$ cat src/rtl/pwm_pkg.sv
// rtl/pwm_pkg.sv - shared types, constants and byte-lane merge helper for pwm_bank
// Contents:
//   pwm_mode_t  : PWM_EDGE (0) / PWM_CENTER (1)
//   dir_t       : center-mode counting direction
//   LANE_W      : width of one byte lane
//   MAX_W       : widest register lane_merge() handles (W must not exceed it)
//   lane_merge(): replaces the lanes of old_v selected by be with those of new_v
package pwm_pkg;

  typedef enum logic {
    PWM_EDGE   = 1'b0,
    PWM_CENTER = 1'b1
  } pwm_mode_t;

  typedef enum logic {
    DIR_UP   = 1'b0,
    DIR_DOWN = 1'b1
  } dir_t;

  localparam int LANE_W    = 8;
  localparam int MAX_W     = 64;
  localparam int MAX_LANES = MAX_W / LANE_W;

  // Callers zero-extend narrower operands into MAX_W and truncate the result.
  function automatic logic [MAX_W-1:0] lane_merge(
    input logic [MAX_W-1:0]     old_v,
    input logic [MAX_W-1:0]     new_v,
    input logic [MAX_LANES-1:0] be
  );
    logic [MAX_W-1:0] r;
    r = old_v;
    for (int k = 0; k < MAX_LANES; k++) begin
      if (be[k]) begin
        r[k*LANE_W +: LANE_W] = new_v[k*LANE_W +: LANE_W];
      end
    end
    return r;
  endfunction

endpackage

$ cat src/rtl/pwm_channel.sv
// rtl/pwm_channel.sv - one PWM channel: duty shadow/active registers and registered compare
// Ports:
//   clk, reset   : clock, asynchronous active-low reset
//   wr           : duty write strobe already qualified for this channel
//   wr_data      : write data, byte_en selects which lanes are replaced
//   load         : active <- (shadow merged with this cycle's write) on the next edge
//   run          : counter is running with a non-zero period
//   cnt          : shared period counter
//   cmp          : registered (run && cnt < duty_act)
module pwm_channel
  import pwm_pkg::*;
#(
  parameter int W = 16
) (
  input  logic                clk,
  input  logic                reset,
  input  logic                wr,
  input  logic [W-1:0]        wr_data,
  input  logic [W/LANE_W-1:0] byte_en,
  input  logic                load,
  input  logic                run,
  input  logic [W-1:0]        cnt,
  output logic                cmp
);

  logic [W-1:0] duty_sh;
  logic [W-1:0] duty_act;
  logic [W-1:0] duty_nx;

  // Next shadow value; also what the active register takes on a load, so a
  // write landing in the boundary cycle is already part of the new period.
  always_comb begin
    duty_nx = duty_sh;
    if (wr) begin
      duty_nx = W'(lane_merge(MAX_W'(duty_sh), MAX_W'(wr_data), MAX_LANES'(byte_en)));
    end
  end

  always_ff @(posedge clk or negedge reset) begin
    if (!reset) begin
      duty_sh  <= '0;
      duty_act <= '0;
      cmp      <= 1'b0;
    end else begin
      duty_sh <= duty_nx;
      if (load) begin
        duty_act <= duty_nx;
      end
      cmp <= run && (cnt < duty_act);
    end
  end

endmodule

$ cat src/rtl/pwm_bank.sv
// rtl/pwm_bank.sv - multi-channel PWM with shared counter and boundary-loaded shadow registers
// Ports:
//   clk, reset   : clock, asynchronous active-low reset
//   enable       : run the counter; low holds cnt at 0 and drives outputs inactive
//   duty_wr      : write duty shadow of channel duty_ch (duty_ch >= N_CH ignored)
//   duty_ch      : duty write target channel
//   period_wr    : write period shadow
//   wr_data      : write data for duty or period
//   byte_en      : per-byte lane mask for wr_data
//   mode_in      : 0 edge-aligned, 1 center-aligned (sampled into the shadow every cycle)
//   polarity     : per-channel output inversion
//   pwm_out      : PWM outputs
//   cycle_start  : high in the first cycle of each new PWM period
module pwm_bank
  import pwm_pkg::*;
#(
  parameter int N_CH  = 4,
  parameter int W     = 16,
  parameter int CH_AW = (N_CH > 1) ? $clog2(N_CH) : 1
) (
  input  logic                clk,
  input  logic                reset,
  input  logic                enable,
  input  logic                duty_wr,
  input  logic [CH_AW-1:0]    duty_ch,
  input  logic                period_wr,
  input  logic [W-1:0]        wr_data,
  input  logic [W/LANE_W-1:0] byte_en,
  input  logic                mode_in,
  input  logic [N_CH-1:0]     polarity,
  output logic [N_CH-1:0]     pwm_out,
  output logic                cycle_start
);

  logic [W-1:0]    period_sh;
  logic [W-1:0]    period_act;
  logic [W-1:0]    period_nx;
  logic [W-1:0]    cnt;
  pwm_mode_t       mode_sh;
  pwm_mode_t       mode_act;
  dir_t            dir;
  logic            run;
  logic            at_top;
  logic            bnd;
  logic            load;
  logic [N_CH-1:0] cmp_q;

  always_comb begin
    period_nx = period_sh;
    if (period_wr) begin
      period_nx = W'(lane_merge(MAX_W'(period_sh), MAX_W'(wr_data), MAX_LANES'(byte_en)));
    end
  end

  assign run    = enable && (period_act != '0);
  assign at_top = (cnt == period_act - W'(1));

  always_comb begin
    bnd = 1'b0;
    if (run) begin
      if (mode_act == PWM_EDGE) begin
        bnd = at_top;
      end else begin
        bnd = (dir == DIR_DOWN) && (cnt == '0);
      end
    end
  end

  // While stopped (disabled or zero period) the active set follows the shadow
  // every cycle, so restarting always begins with the latest programming.
  assign load = !run || bnd;

  always_ff @(posedge clk or negedge reset) begin
    if (!reset) begin
      period_sh   <= '0;
      period_act  <= '0;
      mode_sh     <= PWM_EDGE;
      mode_act    <= PWM_EDGE;
      cnt         <= '0;
      dir         <= DIR_UP;
      cycle_start <= 1'b0;
    end else begin
      period_sh   <= period_nx;
      mode_sh     <= pwm_mode_t'(mode_in);
      cycle_start <= bnd;
      if (load) begin
        period_act <= period_nx;
        mode_act   <= mode_sh;
        cnt        <= '0;
        dir        <= DIR_UP;
      end else if (mode_act == PWM_EDGE) begin
        cnt <= cnt + W'(1);
      end else if (dir == DIR_UP) begin
        // The top value is held for two cycles: once going up, once going down.
        if (at_top) begin
          dir <= DIR_DOWN;
        end else begin
          cnt <= cnt + W'(1);
        end
      end else begin
        cnt <= cnt - W'(1);
      end
    end
  end

  for (genvar i = 0; i < N_CH; i++) begin : g_ch
    pwm_channel #(
      .W(W)
    ) u_ch (
      .clk     (clk),
      .reset   (reset),
      .wr      (duty_wr && (duty_ch == CH_AW'(i))),
      .wr_data (wr_data),
      .byte_en (byte_en),
      .load    (load),
      .run     (run),
      .cnt     (cnt),
      .cmp     (cmp_q[i])
    );
  end

  assign pwm_out = cmp_q ^ polarity;

endmodule

$ cat config.mk
export PLATFORM = sky130hd
export DESIGN_NAME = pwm_bank
export DESIGN_NICKNAME = d
export VERILOG_FILES = /design/src/rtl/pwm_pkg.sv /design/src/rtl/pwm_channel.sv /design/src/rtl/pwm_bank.sv
export SDC_FILE = /design/constraint.sdc
export NUM_CORES = 1
export LEC_CHECK = 0
export ABC_AREA = 1
export CAP_MARGIN = 15
export CORE_ASPECT_RATIO = 0.7
export CORE_MARGIN = 3
export CORE_UTILIZATION = 62
export DETAILED_ROUTE_END_ITERATION = 6
export PLACE_DENSITY_LB_ADDON = 0.08
export SKIP_LAST_GASP = 1
export SYNTH_ARGS = -nofsm -noshare
export SYNTH_HDL_FRONTEND = slang
export SYNTH_SLANG_ARGS = --single-unit
$ cat constraint.sdc
create_clock -name clk -period 3.24 [get_ports clk]
set_input_delay 0.486 -clock clk [delete_from_list [all_inputs] [get_ports clk]]
set_output_delay 0.486 -clock clk [all_outputs]
set_load 0.01 [all_outputs]
# --- Word-level counts from Yosys, hierarchy flattened ---
# Cells that the tools add are included.
totals:
  romBits: 0
  n_memories: 0
  register_bits: 184
  latch_bits: 0
  elab_cells: 73
  ramBits: 0
op_classes:
  bitwise: 1
  n_eq_ne: 5
  multipliers: 0
  order_cmp: 4
  reduce_logical: 16
  n_shift: 0
  mux: 25
  n_addsub: 3
  n_div: 0
ops:
  columns: ["operator", "count"]
  rows:
  - ["$mux W16", 9]
  - ["$mux W8", 10]
  - ["$lt A16 B16 Y1", 4]
  - ["$sub A16 B1 Y16 const B", 2]
  - ["$add A16 B1 Y16 const B", 1]
  - ["$eq A16 B16 Y1", 1]
  - ["$logic_not A16 Y1", 1]
  - ["$reduce_bool A16 Y1", 1]
  - ["$logic_and A1 B1 Y1", 10]
  - ["$mux W1", 6]
  - ["$eq A2 B2 Y1 const B", 2]
  - ["$ne A4 B3 Y1 const B", 1]
  - ["$xor A4 B4 Y4", 1]
  - ["$eq A2 B1 Y1 const B", 1]
  - ["$logic_not A2 Y1", 1]
  - ["$reduce_bool A2 Y1", 1]
  - ["$logic_not A1 Y1", 1]
  - ["$logic_or A1 B1 Y1", 1]

# --- Longest topological paths before layout ---
depth:
  word_depth: 6
  ltp_mapped: 18

# --- Hierarchy ---
# From an unflattened synthesis, not the netlist that was laid out.
hier_totals:
  cells_unflattened: 1197
  hier_area_um2: 10238.6
by_module_without_submodules:
  columns: ["mod", "instances", "area_each_um2", "cells_per_inst"]
  rows:
  - ["pwm_bank", 1, 3955.0, 589]
  - ["pwm_channel (g_ch[0].u_ch ...)", 2, 1572.8, 153]
  - ["pwm_channel (g_ch[2].u_ch ...)", 2, 1569.0, 151]

# --- Worst setup path before layout ---
# OpenSTA, ideal clock, no wires.
synth_path:
  path_kind: "register to register"
  start: "register period_act[0]"
  end: "register mode_act"
  stages_incl_launch_ff: 15
  t_arrival_ps: 2025
  path_slack_ps: 1077
  required_ps: 3103
  n_path_buf: 1
  setup_time_ps: 137
  cell_sequence: "dfrtp_1 > inv_2 > ha_1 > nand2_2 > nor2_4 > nand3_1 > nand2_1 > nand2_1 > nor2_1 > nand2_1 > nor2_4 > nand2_4 > nand3_4 > buf_2 > o21ai_0"
synth_between:
  elab_chain_len: 5
  elab_cells_between_ends: 8
synth_rtl:
  columns: ["element", "line_no", "text"]
  rows:
  - ["start, declared", "pwm_bank.sv:36", "logic [W-1:0] period_act;"]
  - ["start signal, assigned", "pwm_bank.sv:87", "period_act <= period_nx;"]
  - ["$sub A16 B1 Y16", "pwm_bank.sv:56", "assign at_top = (cnt == period_act - W'(1));"]
  - ["$eq A16 B16 Y1", "pwm_bank.sv:56", null]
  - ["$mux W1", "pwm_bank.sv:61", "if (mode_act == PWM_EDGE) begin"]
  - ["$mux W1", "pwm_bank.sv:60", "if (run) begin"]
  - ["$logic_or A1 B1 Y1 (*)", "pwm_bank.sv:71", "assign load = !run || bnd;"]
  - ["end signal, assigned", "pwm_bank.sv:88", "mode_act <= mode_sh;"]
  - ["end, declared", "pwm_bank.sv:40", "pwm_mode_t mode_act;"]
# Mark *: on every way between the ends. The rest lies on a longest branch, timed or not.
# A chain may end at the register's enable or synchronous reset.

# --- Worst setup path in the final report ---
layout_path:
  start: "register period_act[0]"
  end: "register g_ch[0].u_ch.duty_act[6]"
layout_between:
  elab_chain_len: 5
  elab_cells_between_ends: 8
layout_rtl:
  columns: ["element", "line_no", "text"]
  rows:
  - ["$sub A16 B1 Y16", "pwm_bank.sv:56", null]
  - ["$eq A16 B16 Y1", "pwm_bank.sv:56", null]
  - ["$mux W1", "pwm_bank.sv:61", null]
  - ["$mux W1", "pwm_bank.sv:60", null]
  - ["$logic_or A1 B1 Y1 (*)", "pwm_bank.sv:71", null]
  - ["end signal, assigned", "pwm_channel.sv:47", "duty_act <= duty_nx;"]
  - ["end, declared", "pwm_channel.sv:27", "logic [W-1:0] duty_act;"]
# Marks and branches as above.

==> impl_metrics.env <==
export IMPL_status="finished clean"
export IMPL_ant_nets=0
export IMPL_multi_input_area_um2=5100
export IMPL_grt_pass1_wl_mm=45.1
export IMPL_dr_pass1_iters=6
export IMPL_synth_edf_count=0
export IMPL_grt_busiest_layer="met2"
export IMPL_h_tree_depth=4
export IMPL_critPathMaxFanout=42
export IMPL_place_area_um2=11100
export IMPL_ctsResizeCount=0
export IMPL_period_minus_slack_ns=2.85
export IMPL_power_leakage_nw=5.61
export IMPL_dp_cells=1516
export IMPL_synth_xor_area_share_pct=2.07
export IMPL_syn_inst=1282
export IMPL_hold_ws_ns=0.0935
export IMPL_synthFlopType="dfrtp_1"
export IMPL_synth_area_leader_cell="dfrtp_1"
export IMPL_finalHoldViolations=0
export IMPL_yosysUniqueCellTypes=38
export IMPL_async_flop_share_pct=100
export IMPL_report_final_setup_viol=0
export IMPL_synth_area_mux_share_pct=1.80
export IMPL_clock_sinks=184
export IMPL_num_fill_cells=1289
export IMPL_initial_core_util_pct=64.0
export IMPL_synth_area_um2=10600
export IMPL_synth_fa_ha_area_share_pct=7.56
export IMPL_cts_root_buf="clkbuf_16"
export IMPL_drt_iter0_markers=1012
export IMPL_io_pins=35
export IMPL_die_w_um=162
export IMPL_antenna_cells=0
export IMPL_clock_skew_ns=0.0102
export IMPL_crit_required_ns=3.61
export IMPL_die_y_um=115
export IMPL_min_period_over_period_pct=88.0
export IMPL_synth_nets=1376
export IMPL_core_area_um2=16500
export IMPL_met2_usage_pct=47.4
export IMPL_vias_per_cell=5.79
export IMPL_routed_wirelength_mm=27.7
export IMPL_synth_top_family_by_area="simple AND/OR/NAND/NOR gates"
export IMPL_grt_usage_pct=31.0
export IMPL_hpwl_mm=19.6
export IMPL_cts_made_buffers=17
export IMPL_vias=8959
export IMPL_rsz0062_at_grt="false"
export IMPL_routabilityCongestion=0.910
export IMPL_synth_simple_area_share_pct=19.9
export IMPL_peakVddDrop_v=0.000302
export IMPL_crit_type="reg2reg"
export IMPL_design_area_um2=11700
export IMPL_drv_slew=0
export IMPL_grt_max_degree=92
export IMPL_area_growth_pct=10.7
export IMPL_drc=0
export IMPL_ys_seq_area_share_pct=43.5
export IMPL_gr_total_overflow=0
export IMPL_worstMarginPinSlew_ns=0.754
export IMPL_fin_cells=1548
export IMPL_reg2regPathDepth=15
export IMPL_final_nets=1404
export IMPL_die_area_um2=18700
export IMPL_grt_use_met3_pct=6.09
export IMPL_wl_per_cell_um=17.9
export IMPL_avgSynthCellArea_um2=8.26
export IMPL_startpoint_type="register"
export IMPL_max_freq_ghz=0.351
export IMPL_hold_buffers=0
export IMPL_synth_top_area_share_pct=43.5
export IMPL_clk_transition_reported_paths_ns=0.08
export IMPL_maxCapViolCount=0
export IMPL_end_kind="register"
export IMPL_clockBufferDepth=2
export IMPL_first_global_vias=8507
export IMPL_final_util_pct=70.9
export IMPL_fin_tns_setup_ns=0
export IMPL_relSlewSlack_pct=49.7
export IMPL_gr_usage_met1_pct=46.0
export IMPL_grt_antenna_before_repair=0
export IMPL_synth_area_top_cells="dfrtp_1, nand2_1, o21ai_0, ha_1, inv_1"
export IMPL_final_layout_size_suffix_gt1_share_pct=12.8
export IMPL_yosys_warnings=0
export IMPL_rows=39
export IMPL_powerDensity_nw_per_um2=577
export IMPL_seq_area_um2=4600
export IMPL_portBuffers=34
export IMPL_cts_tree="yes"
export IMPL_synth_ff_latch_count=184
export IMPL_clk_latency_ns=0.44
export IMPL_synth_compound_area_share_pct=16.8
export IMPL_holdCritPathClass="in2async"
export IMPL_cts_setup_buffers=0
export IMPL_critPathArrivalTime_ns=3.22
cells in the mapped netlist, drive strengths merged (7+ instances only):
library cell,instances
clkbuf,34
inv,139
nor3,7
ha,64
buf,25
nand4,25
a21oi,45
nand2,307
nor2,82
mux2,16
o211ai,9
dfrtp,184
nand3,66
o21ai,235
xor2,21
cell type report:
cell class	count	area share, %
flip-flops and latches	184	39.3
clock inverters	14	1.43
inverters	140	4.48
well taps	225	2.40
multi-input cells	899	43.5
clock buffers	18	3.66
repair buffers	68	5.22
cells in the final DEF, fill, tap and decap left out, drive strengths merged, types with 2 or more instances in the layout:
cell type and instances:
clkinvlp 5, inv 143, clkbuf 19, nand2 307
a21boi 4, a21oi 45, o21ai 235, mux2 16
nand3 66, nor2 82, xor2 21, and2 2
ha 64, buf 34, nand4 25, xnor2 4
clkdlybuf4s50 33, bufinv 2, o31ai 4, dfrtp 184
nor3 7, clkinv 4, o211ai 9, o2111ai 4
routing by layer:
layer  routed length, µm  up-vias
li1                    -     4290
met1               12900     4269
met2               12200      361
met3                2250       39
met4                 435        0
met5                   0        -
per-stage QoR:
stage | worst slack, ns | power [mW]
final | 0.390 | 6.77
after floorplan | 1.08 | 4.10
after detailed placement | 0.450 | 4.65
after global routing | 0.169 | 7.15
after global placement | 0.548 | 4.57
after CTS | 0.427 | 6.77
final timing paths:
check                                                      from                                   end  slack [ns]
max                                   period_act[0]$_DFFE_PN0N_  g_ch[0].u_ch.duty_act[6]$_DFFE_PN0N_        0.39
min                                                       reset    g_ch[1].u_ch.duty_sh[13]$_DFF_PN0_        0.09
max reg2reg                           period_act[0]$_DFFE_PN0N_  g_ch[0].u_ch.duty_act[6]$_DFFE_PN0N_        0.39
min reg2reg                g_ch[3].u_ch.duty_act[0]$_DFFE_PN0N_  g_ch[3].u_ch.duty_act[0]$_DFFE_PN0N_        0.48
max in group asynchronous                                 reset     g_ch[3].u_ch.duty_sh[4]$_DFF_PN0_        2.28
min in group clk           g_ch[3].u_ch.duty_act[0]$_DFFE_PN0N_  g_ch[3].u_ch.duty_act[0]$_DFFE_PN0N_        0.48
worst max-delay path, cell delays in order (launching register included):
cell     delay [ns]
dfrtp_1        0.41
inv_2          0.13
ha_1           0.24
nand2_2        0.13
nor2_2         0.15
nand2_1        0.10
nand3_1        0.10
nand2_1        0.07
nor2_1         0.09
nand3_1        0.14
nor2_4         0.16
nand2_4        0.15
nand3_4        0.13
buf_4          0.49
nand2_1        0.16
o21ai_2        0.08
flip-flops by register name, summed over array words and instances, names as in the netlist:
name                count
cnt                    16
g_ch.u_ch.duty_sh      64
period_act             16
mode_act                1
g_ch.u_ch.duty_act     64
period_sh              16
dir                     1
cycle_start             1
mode_sh                 1
g_ch.u_ch.cmp           4
cell families after synthesis:
group | after synthesis
adder cells (fa/ha/maj) | 64
XOR/XNOR | 25
buffers and inverters | 199
multiplexers | 17
flip-flops | 184
AND/OR/NAND/NOR | 491
AO/OA/AOI/OAI | 302
power breakdown:
part           switching [mW]  leakage [nW]  internal [mW]
sequential              0.153          2.32           2.67
combinational            1.17          3.01          0.651
clock                   0.968         0.276           1.16
total                    2.29          5.61           4.48
Power figures use the tool's default switching activity.
